**src/rtl/sprite_blitter.sv**
```systemverilog
// sprite_blitter: copies a 1-bit SPR_W x SPR_H sprite from a synchronous ROM
// into a 1-bit framebuffer at (x0, y0). Only set pixels are written, so the
// sprite overlays whatever is already on screen. Off-screen pixels are dropped.
module sprite_blitter #(
  parameter int SPR_W = 20,
  parameter int SPR_H = 30,
  parameter int FB_W  = 320,
  parameter int FB_H  = 240
) (
  input  logic        clk,
  input  logic        reset_n,
  input  logic        start,
  input  logic [8:0]  x0,
  input  logic [7:0]  y0,
  output logic        busy,
  output logic        done,
  output logic [9:0]  rom_addr,
  input  logic        rom_pixel,
  output logic        fb_we,
  output logic [16:0] fb_addr,
  output logic        fb_wdata
);

  typedef enum logic [1:0] {
    IDLE  = 2'd0,
    READ  = 2'd1,
    DRAIN = 2'd2
  } state_t;

  state_t      state_reg;
  state_t      state_next;

  // Counters track the (row, col) currently presented on rom_addr.
  logic [4:0]  row;
  logic [4:0]  col;
  logic [9:0]  rom_addr_reg;
  logic [8:0]  x_base;
  logic [7:0]  y_base;
  logic        last_pixel;

  // Stage 1 of the shadow is the live counter pair (aligned with rom_addr);
  // stage 2 is delayed one cycle so it lines up with rom_pixel.
  logic        s1_valid;
  logic        s2_valid;
  logic [4:0]  s2_row;
  logic [4:0]  s2_col;

  logic [9:0]  sx;
  logic [8:0]  sy;
  logic        on_screen;
  logic        wr_hit;
  logic [16:0] wr_addr;

  logic        done_next;
  logic        done_reg;
  logic        fb_we_reg;
  logic        fb_wdata_reg;
  logic [16:0] fb_addr_reg;

  assign last_pixel = (row == 5'(SPR_H - 1)) && (col == 5'(SPR_W - 1));
  assign s1_valid   = (state_reg == READ);

  // State register.
  always_ff @(posedge clk or negedge reset_n) begin
    if (!reset_n) state_reg <= IDLE;
    else          state_reg <= state_next;
  end

  // Next-state logic: one sweep of the ROM, then wait for the pipeline to empty.
  always_comb begin
    state_next = state_reg;
    case (state_reg)
      IDLE:    if (start)      state_next = READ;
      READ:    if (last_pixel) state_next = DRAIN;
      DRAIN:   if (!s2_valid)  state_next = IDLE;
      default:                 state_next = IDLE;
    endcase
  end

  // Output decode: busy covers READ and DRAIN; done fires as DRAIN retires.
  always_comb begin
    busy      = (state_reg != IDLE);
    done_next = (state_reg == DRAIN) && !s2_valid;
  end

  // Address generator: latch origin on start, then step row-major through the ROM.
  always_ff @(posedge clk or negedge reset_n) begin
    if (!reset_n) begin
      row          <= '0;
      col          <= '0;
      rom_addr_reg <= '0;
      x_base       <= '0;
      y_base       <= '0;
    end else if (state_reg == IDLE && start) begin
      row          <= '0;
      col          <= '0;
      rom_addr_reg <= '0;
      x_base       <= x0;
      y_base       <= y0;
    end else if (state_reg == READ && !last_pixel) begin
      rom_addr_reg <= rom_addr_reg + 10'd1;
      if (col == 5'(SPR_W - 1)) begin
        col <= '0;
        row <= row + 5'd1;
      end else begin
        col <= col + 5'd1;
      end
    end
  end

  // Shadow stage 2: carry the coordinates across the ROM's read latency.
  always_ff @(posedge clk or negedge reset_n) begin
    if (!reset_n) begin
      s2_valid <= 1'b0;
      s2_row   <= '0;
      s2_col   <= '0;
    end else begin
      s2_valid <= s1_valid;
      s2_row   <= row;
      s2_col   <= col;
    end
  end

  // Screen coordinate, clip test and linear framebuffer address for stage 2.
  always_comb begin
    sx        = {1'b0, x_base} + 10'(s2_col);
    sy        = {1'b0, y_base} + 9'(s2_row);
    on_screen = (sx < 10'(FB_W)) && (sy < 9'(FB_H));
    wr_hit    = s2_valid && rom_pixel && on_screen;
    wr_addr   = 17'(sy) * 17'(FB_W) + 17'(sx);
  end

  // Framebuffer write port; address holds when no write is issued.
  always_ff @(posedge clk or negedge reset_n) begin
    if (!reset_n) begin
      fb_we_reg    <= 1'b0;
      fb_wdata_reg <= 1'b0;
      fb_addr_reg  <= '0;
    end else begin
      fb_we_reg    <= wr_hit;
      fb_wdata_reg <= wr_hit;
      if (wr_hit) fb_addr_reg <= wr_addr;
    end
  end

  // Completion pulse, one cycle long, coincident with the return to IDLE.
  always_ff @(posedge clk or negedge reset_n) begin
    if (!reset_n) done_reg <= 1'b0;
    else          done_reg <= done_next;
  end

  assign done     = done_reg;
  assign rom_addr = rom_addr_reg;
  assign fb_we    = fb_we_reg;
  assign fb_wdata = fb_wdata_reg;
  assign fb_addr  = fb_addr_reg;

endmodule

```
**config.mk**
```make
export PLATFORM = sky130hd
export DESIGN_NAME = sprite_blitter
export DESIGN_NICKNAME = d
export VERILOG_FILES = /design/src/rtl/sprite_blitter.sv
export SDC_FILE = /design/constraint.sdc
export NUM_CORES = 1
export LEC_CHECK = 0
export BUFFER_PORTS_ARGS = -buffer_cell sky130_fd_sc_hd__buf_2
export CAP_MARGIN = 20
export CORE_MARGIN = 4
export CORE_UTILIZATION = 40
export DETAILED_ROUTE_END_ITERATION = 10
export GPL_ROUTABILITY_DRIVEN = 1
export PLACE_DENSITY = 0.6
export REMOVE_ABC_BUFFERS = 1
export SLEW_MARGIN = 20
export SYNTH_ARGS = -nofsm -noshare
export SYNTH_HDL_FRONTEND = slang
export SYNTH_SLANG_ARGS = --single-unit
```
**constraint.sdc**
```tcl
create_clock -name clk -period 6.1 [get_ports clk]
set_input_delay 0.305 -clock clk [delete_from_list [all_inputs] [get_ports clk]]
set_output_delay 0.305 -clock clk [all_outputs]
set_load 0.01 [all_outputs]
```
==> metrics, run 1 <==
Data arrival, critical path around 4300 ps; asr flop ratio synth 100%; Routed Antenna Nets 0; vias in the first global route 2,711; Slew Limit Fails 0; Post-CTS Hold Buffers 0; initial antenna violation count 0; mapped cell area around 4000 µm²; worst stage delay on the critical path 460 ps; CP cell instances ha_1, fa_1, a21o_1, a21oi_2, xnor2_1, and2_1, or2_2, fa_1, nor2b_1, nor3_1, o21bai_1, a21oi_1, xnor3_1, nor3_2, xnor3_1, mux2_2; RSZ-0062 raised after global routing no; Final Wtd Congestion ~0.81; Crit path required time approximately 6300 ps; Max-Cap Viols 0; dominant cell type by area after synthesis dfrtp_1; LEAKAGE approximately 2.2 nW; Slew @ Worst Pin about 860 ps; nets@finish 468; die height approximately 110 µm; power per cell area 436 nW/µm²; Bufs and invs on worst path 0; top_reg_cell synth dfrtp_1; post-synthesis sequential area ratio a little over two fifths; DIE WIDTH ~110 µm; Slowest-stage cell, CP fa_1; Clock Skews about 9.5 ps; setup TNS 0 ps; initial DRC count 53; total power ~2.0 mW; CTS tree built; share of cells above drive strength 1 25.8%; Yosys cell types a little over 50; GR Overflow Total 0; max FFs per register 17; final hold vios 0; startpoint types flip-flop; post-CTS setup buffer count 0; Post-Syn Instances between 300 and 400; drt first pass iters 4; IO Pins 52; Placed Area between 4000 and 5000 µm²; routed vias 2,639; largest net degree at the start of global routing 70; I/O Buffers 51; final WL 6880 µm; Avg Vias per Cell approximately 4.8; hold crit path type input port to async pin; depth of the CTS H-tree 3; core area between 9000 and 10,000 µm²; area of the multi-input gates 2120 µm²; Final min period slightly above 4000 ps; drt drc 0; first-pass GRT wire length between 10,000 and 15,000 µm; CP top delay family adder cells; YS warnings 0; worst r2r src y_base[0]$_DFFE_PN0P_; Fillers 950; Worst setup startpoint y_base[0]$_DFFE_PN0P_; Synth top area share between 40% and 50%; Layout Utilization between 40% and 50%; Register Area ~1700 µm²; WS Path Type flip-flop to flip-flop; Worst-path clk slew about 80 ps; Tot GR Track Use a little over an eighth; Final Cell Area between 4000 and 5000 µm²; Post-synth EDFFs 0; synth-to-layout area growth 14.0%; die area approximately 12,000 µm²; CTS root buf clkbuf_8; fmax between 200 and 250 MHz; dpl hpwl around 5200 µm; CTS resizes 0; Max clock buf depth 2; Slew headroom a little over two fifths; CP endpoint kind flip-flop; Initial Util 40.8%; setup violators final 0; Area contributors post-synth dfrtp_1, ha_1, mux2_2, xnor2_1, xor2_1; CP max FO 4; clock latency on the worst-skew pair 340 ps; cts bufs inserted 9; WL/cell between 10 and 15 µm; diode count 0; Synth Register Bits 69; Synth Area per Inst between 10 and 15 µm²; final worst-path cycle share 66.6%; VDD IR max ~0.22 mV; clock sink count between 60 and 70; Site Rows 36; status completed
-- logic make-up after synthesis --
| family | Yosys count | share of synthesized area [%] |
|---|---|---|
| muxes | 36 | 10.7 |
| xor gates and xnor gates | 39 | 9.50 |
| adders and majority gates | 33 | 11.1 |
| buffers and inverters | 30 | 3.19 |
| and+or+nand+nor | 99 | 12.2 |
| DFF | 69 | 43.5 |
| AOI/OAI and AO/OA | 54 | 9.78 |
-- per-stage QoR --
stage               hold slack [ps]  std cells  worst slack (ps)
finish                          145        552              2040
global route                    167        552              1660
CTS                             170        552              1990
detailed placement              403        537              2030
global placement                399        537              2150
floorplan                      9.41        351              2300
-- final timing paths --
check / slack [ps] / end / cells after the start
hold reg to reg: 410 / s2_row[3]$_DFF_PN0_ / 0
setup / recovery: 2040 / fb_addr[16]$_DFFE_PN0P_ / 16
min in group clk: 190 / y_base[0]$_DFFE_PN0P_ / 2
max in group asynchronous: 5380 / y_base[5]$_DFFE_PN0P_ / 2
hold / removal: 140 / fb_addr[10]$_DFFE_PN0P_ / 2
setup reg to reg: 2040 / fb_addr[16]$_DFFE_PN0P_ / 16
-- cells in the final DEF, fill, tap and decap left out, types with 9 or more instances in the layout --
cell type	n
inv_1	19
buf_2	51
o21ai_0	15
a21oi_1	13
nand2_1	22
xnor2_1	19
ha_1	28
clkbuf_8	9
nor2_1	31
mux2_2	17
dfrtp_1	69
nand4_1	10
xor2_1	17
-- Yosys cell counts, drive strengths merged (5+ instances only) --
library cell	count
xor2	18
inv	20
a21o	5
ha	28
o21ai	21
nor2b	7
dfrtp	69
nor3	6
xnor2	19
nor2	32
a21oi	15
buf	5
nand2	22
mux2	30
mux2i	6
nand4	10
-- cell type report --
class / instances / share of cell area (%)
Tap cell: 133 / 3.68
Inverter: 21 / 1.77
Clock buffer: 9 / 2.74
Multi-Input combinational cell: 261 / 46.8
Clock inverter: 6 / 0.885
Sequential cell: 69 / 38.2
Timing Repair Buffer: 53 / 5.98
-- metal layers --
layer	up-vias	track usage (%)	share of wire [%]
li1	1350	-	-
met1	1242	16.7	45
met2	39	22.9	50
met3	8	3.78	3.6
met4	0	4.33	1.4
met5	-	0	0
-- power breakdown --
| group | switching (mW) | internal (mW) | leakage, nW |
|---|---|---|---|
| logic | 0.467 | 0.463 | 1.24 |
| registers | 0.112 | 0.611 | 0.841 |
| clock network | 0.174 | 0.145 | 0.0852 |
| total | 0.753 | 1.22 | 2.16 |
(Power assumes the default switching activity.)
==> run 2, diff against run 1 <==
--- a/config.mk
+++ b/config.mk
@@ -5,13 +5,14 @@
 export SDC_FILE = /design/constraint.sdc
 export NUM_CORES = 1
 export LEC_CHECK = 0
+export ABC_AREA = 1
 export BUFFER_PORTS_ARGS = -buffer_cell sky130_fd_sc_hd__buf_2
 export CAP_MARGIN = 20
 export CORE_MARGIN = 4
 export CORE_UTILIZATION = 40
 export DETAILED_ROUTE_END_ITERATION = 10
 export GPL_ROUTABILITY_DRIVEN = 1
-export PLACE_DENSITY = 0.6
+export PLACE_DENSITY = 0.62
 export REMOVE_ABC_BUFFERS = 1
 export SLEW_MARGIN = 20
 export SYNTH_ARGS = -nofsm -noshare
==> constraint.sdc (replaced) <==
create_clock -name clk -period 3.27 [get_ports clk]
set_input_delay 0.1635 -clock clk [delete_from_list [all_inputs] [get_ports clk]]
set_output_delay 0.1635 -clock clk [all_outputs]
set_load 0.01 [all_outputs]
==> run 2 against run 1 <==
  * Global-route usage up 1.7 points
  * Fmax grew 31%
  * Total power fell by 23%
  * Register-to-register slack worse by 1900 ps
  * Cell count is 33% higher
  * Clock power grew 97%
  * Critical path depth rose by 3
  * Utilization grew 3.4 points
  * Sequential share of layout area shrank 3.2 points
  * Final area up 9.2%
  * First-iteration DRC count is 130% higher
  * Critical endpoint unchanged
  * Non-clock buffer count rose by 15
==> metrics, run 2 <==
status completed (unchanged); die area 12,000 µm² (was 11,600 µm²); CP top delay family adder cells (unchanged); sequential power share 56.1% (was 36.7%); Site Rows 36 (unchanged); top_reg_cell synth dfrtp_1 (unchanged); Max clock buf depth 2 (unchanged); diode count 0 (unchanged); Slew @ Worst Pin 892 ps (was 858 ps); total power 1.52 mW (was 1.97 mW); worst stage delay on the critical path 400 ps (was 460 ps); dominant cell type by area after synthesis dfrtp_1 (unchanged); Post-Syn Instances 528 (was 360); CP cell instances ha_2, fa_2, xor2_1, ha_1, ha_2, inv_1, fa_2, nand3b_1, nand2_1, or2_2, nand2_1, inv_2, nand2_2, nor2_4, inv_2, nor2_1, nand2_1, nand3_1, nand2_1 (was ha_1, fa_1, a21o_1, a21oi_2, xnor2_1, and2_1, or2_2, fa_1, nor2b_1, nor3_1, o21bai_1, a21oi_1, xnor3_1, nor3_2, xnor3_1, mux2_2); core area 9910 µm² (was 9730 µm²); depth of the CTS H-tree 3 (unchanged); setup violators final 0 (unchanged); Initial Util 41.5% (was 40.8%); fmax 322 MHz (was 246 MHz); Worst-path clk slew 80 ps (about the same); total internal power 1.14 mW (was 1.22 mW); final hold vios 0 (unchanged); power per cell area 307 nW/µm² (was 436 nW/µm²); share of cells above drive strength 1 20.1% (was 25.8%); drt first pass iters 4 (unchanged); first-pass GRT wire length 14,600 µm (was 12,400 µm); Synth Area per Inst 7.79 µm² (was 11.0 µm²); nets@finish 650 (was 468); final hold slack 26.9 ps (was 145 ps); Final min period 3100 ps (was 4060 ps); clock latency on the worst-skew pair 340 ps (about the same); Slew Limit Fails 0 (unchanged); Synth Register Bits 69 (unchanged); hold crit path type input port to flip-flop (was input port to async pin); DIE WIDTH 109 µm (was 108 µm); max FFs per register 17 (unchanged); IO Pins 52 (unchanged); dpl hpwl 6310 µm (was 5180 µm); Crit path required time 3510 ps (was 6320 ps); vias in the first global route 3,333 (was 2,711); Placed Area 4540 µm² (was 4360 µm²); largest net degree at the start of global routing 41 (was 70); RSZ-0062 raised after global routing yes (was no); Yosys cell types 37 (was 51); Final Cell Area 4940 µm² (was 4520 µm²); LEAKAGE 2.71 nW (was 2.16 nW); Net Switching 375 µW (was 753 µW); CP endpoint kind flip-flop (unchanged); Fillers 981 (was 950); CP max FO 3 (was 4); Synth top area share 42.0% (was 43.5%); final WL 8550 µm (was 6880 µm); final worst-path cycle share 94.9% (was 66.6%); Routed Antenna Nets 0 (unchanged); I/O Buffers 51 (unchanged); combinational power share 2.5% (was 47.2%); post-synthesis sequential area ratio 42.0% (was 43.5%); drt drc 0 (unchanged); top cells by instance count after synthesis nand2_1, dfrtp_1, inv_1 (was dfrtp_1, nor2_1, ha_1); clock sink count 69 (unchanged); Slowest-stage cell, CP fa_2 (was fa_1); GR Overflow Total 0 (unchanged); Data arrival, critical path 3340 ps (was 4290 ps); Clk network pwr share 41.4% (was 16.2%); cts bufs inserted 9 (unchanged); most numerous cell in the Yosys netlist nand2_1 (was dfrtp_1); startpoint types flip-flop (unchanged); Clock Skews 10.6 ps (was 9.48 ps); Avg Vias per Cell 4.69 (was 4.78); most frequent cells in the layout nand2_1, dfrtp_1, inv_1 (was dfrtp_1, buf_2, nor2_1); WS Path Type flip-flop to flip-flop (unchanged); synth-to-layout area growth 20.1% (was 14.0%); Slew headroom 40.5% (was 42.8%); Switching Fraction 24.7% (was 38.2%); setup TNS 0 ps (unchanged); leading cell type in the layout, fill and taps excluded nand2_1 (was dfrtp_1); CTS tree built (unchanged); mapped cell area 4110 µm² (was 3970 µm²); CTS root buf clkbuf_8 (unchanged); YS warnings 0 (unchanged); Final Wtd Congestion 0.887 (was 0.805); initial antenna violation count 0 (unchanged); routed vias 3,450 (was 2,639); DP Worst Slack -23.6 ps (was 2030 ps); Bufs and invs on worst path 3 (was 0); placed cells 710 (was 537); initial DRC count 122 (was 53); Post-synth EDFFs 0 (unchanged); Layout Cells excl Fill 735 (was 552); Final Worst Setup Slack 167 ps (was 2040 ps); asr flop ratio synth 100% (unchanged); most used cell along the critical path nand2_1; Tot GR Track Use 15.3% (was 13.5%); Layout Utilization 49.8% (was 46.5%); Max-Cap Viols 0 (unchanged); VDD IR max 0.229 mV (was 0.223 mV); die height 109 µm (was 108 µm); Area contributors post-synth dfrtp_1, nand2_1, ha_1, inv_1, nand3_1 (was dfrtp_1, ha_1, mux2_2, xnor2_1, xor2_1); WL/cell 11.6 µm (was 12.5 µm)
-- run 2: cell count changes after synthesis, sizes merged, moves of 4 or more --
cell / before / now
nand2: 22 / 191
inv: 20 / 66
nand3: 3 / 42
mux2: 30 / 0
xnor2: 19 / 5
nor2b: 7 / 0
mux2i: 6 / 0
a21o: 5 / 1
and2: 4 / 0
or3: 4 / 0
xor2: 18 / 14
-- run 2: area by class of cell --
class | instances | area (µm²) | area share [%]
multi-input cells | 383 | 2220 | 45.0
flip-flops and latches | 69 | 1730 | 35.0
repair buffers | 68 | 399 | 8.08
inverters | 66 | 250 | 5.07
well taps | 133 | 166 | 3.37
clock buffers | 9 | 124 | 2.51
clock inverters | 7 | 50.0 | 1.01
-- run 2: cells by family (layout without fill, tap and decap cells) --
| logic type | after synthesis | after routing | share of synthesized area [%] |
|---|---|---|---|
| AOI/OAI and AO/OA | 41 | 41 | 5.54 |
| adders and majority gates | 32 | 32 | 10.5 |
| xor gates and xnor gates | 19 | 19 | 4.23 |
| DFF | 69 | 69 | 42.0 |
| buffers and inverters | 76 | 150 | 7.39 |
| and+or+nand+nor | 291 | 291 | 30.4 |
-- run 2: timing repair --
item | 4_1_cts | 5_1_grt
hold buffers | 5 | 0
resized for setup | 2 | 30
setup endpoints to repair | 1 | 3
pin swaps | 1 | 15
hold endpoints to repair | 12 | 0
buffers inserted | 0 | 4
-- run 2: path summary, 6_finish.rpt --
check	start	slack, ps	cells past startpoint	to
hold / removal	x0[1]	30	3	x_base[1]$_DFFE_PN0P_
min in group asynchronous	reset_n	200	2	s2_row[4]$_DFF_PN0_
hold reg to reg	row[4]$_DFFE_PN0P_	400	0	s2_row[4]$_DFF_PN0_
setup / recovery	y_base[0]$_DFFE_PN0P_	170	19	fb_addr[16]$_DFFE_PN0P_
max in group asynchronous	reset_n	2310	3	s2_col[4]$_DFF_PN0_
setup reg to reg	y_base[0]$_DFFE_PN0P_	170	19	fb_addr[16]$_DFFE_PN0P_
-- run 2: worst register-to-register path, delay by kind of cell, from the launching register on --
| family | cells | cell delay (ps) |
|---|---|---|
| adder cells (fa/ha/maj) | 5 | 1370 |
| AND/OR/NAND/NOR | 10 | 870 |
| flip-flops | 1 | 390 |
| XOR/XNOR | 1 | 220 |
| buffers and inverters | 3 | 170 |
-- run 2: layer usage --
metal	vias to the layer above	part of all wire [%]	track usage, %
li1	1815	-	-
met1	1571	47	20.1
met2	55	48	25.6
met3	9	3.5	2.11
met4	0	1.2	5.34
met5	-	0	0
-- run 2: power groups by stage --
stage / Sequential [mW] / Clock (mW) / Combinational [mW]
floorplan: 0.870 / 0 / 0.00260
global placement: 0.869 / 0 / 0.0342
global route: 0.852 / 0.686 / 0.0443
detailed placement: 0.869 / 0 / 0.0348
CTS: 0.852 / 0.652 / 0.0393
finish: 0.852 / 0.629 / 0.0375
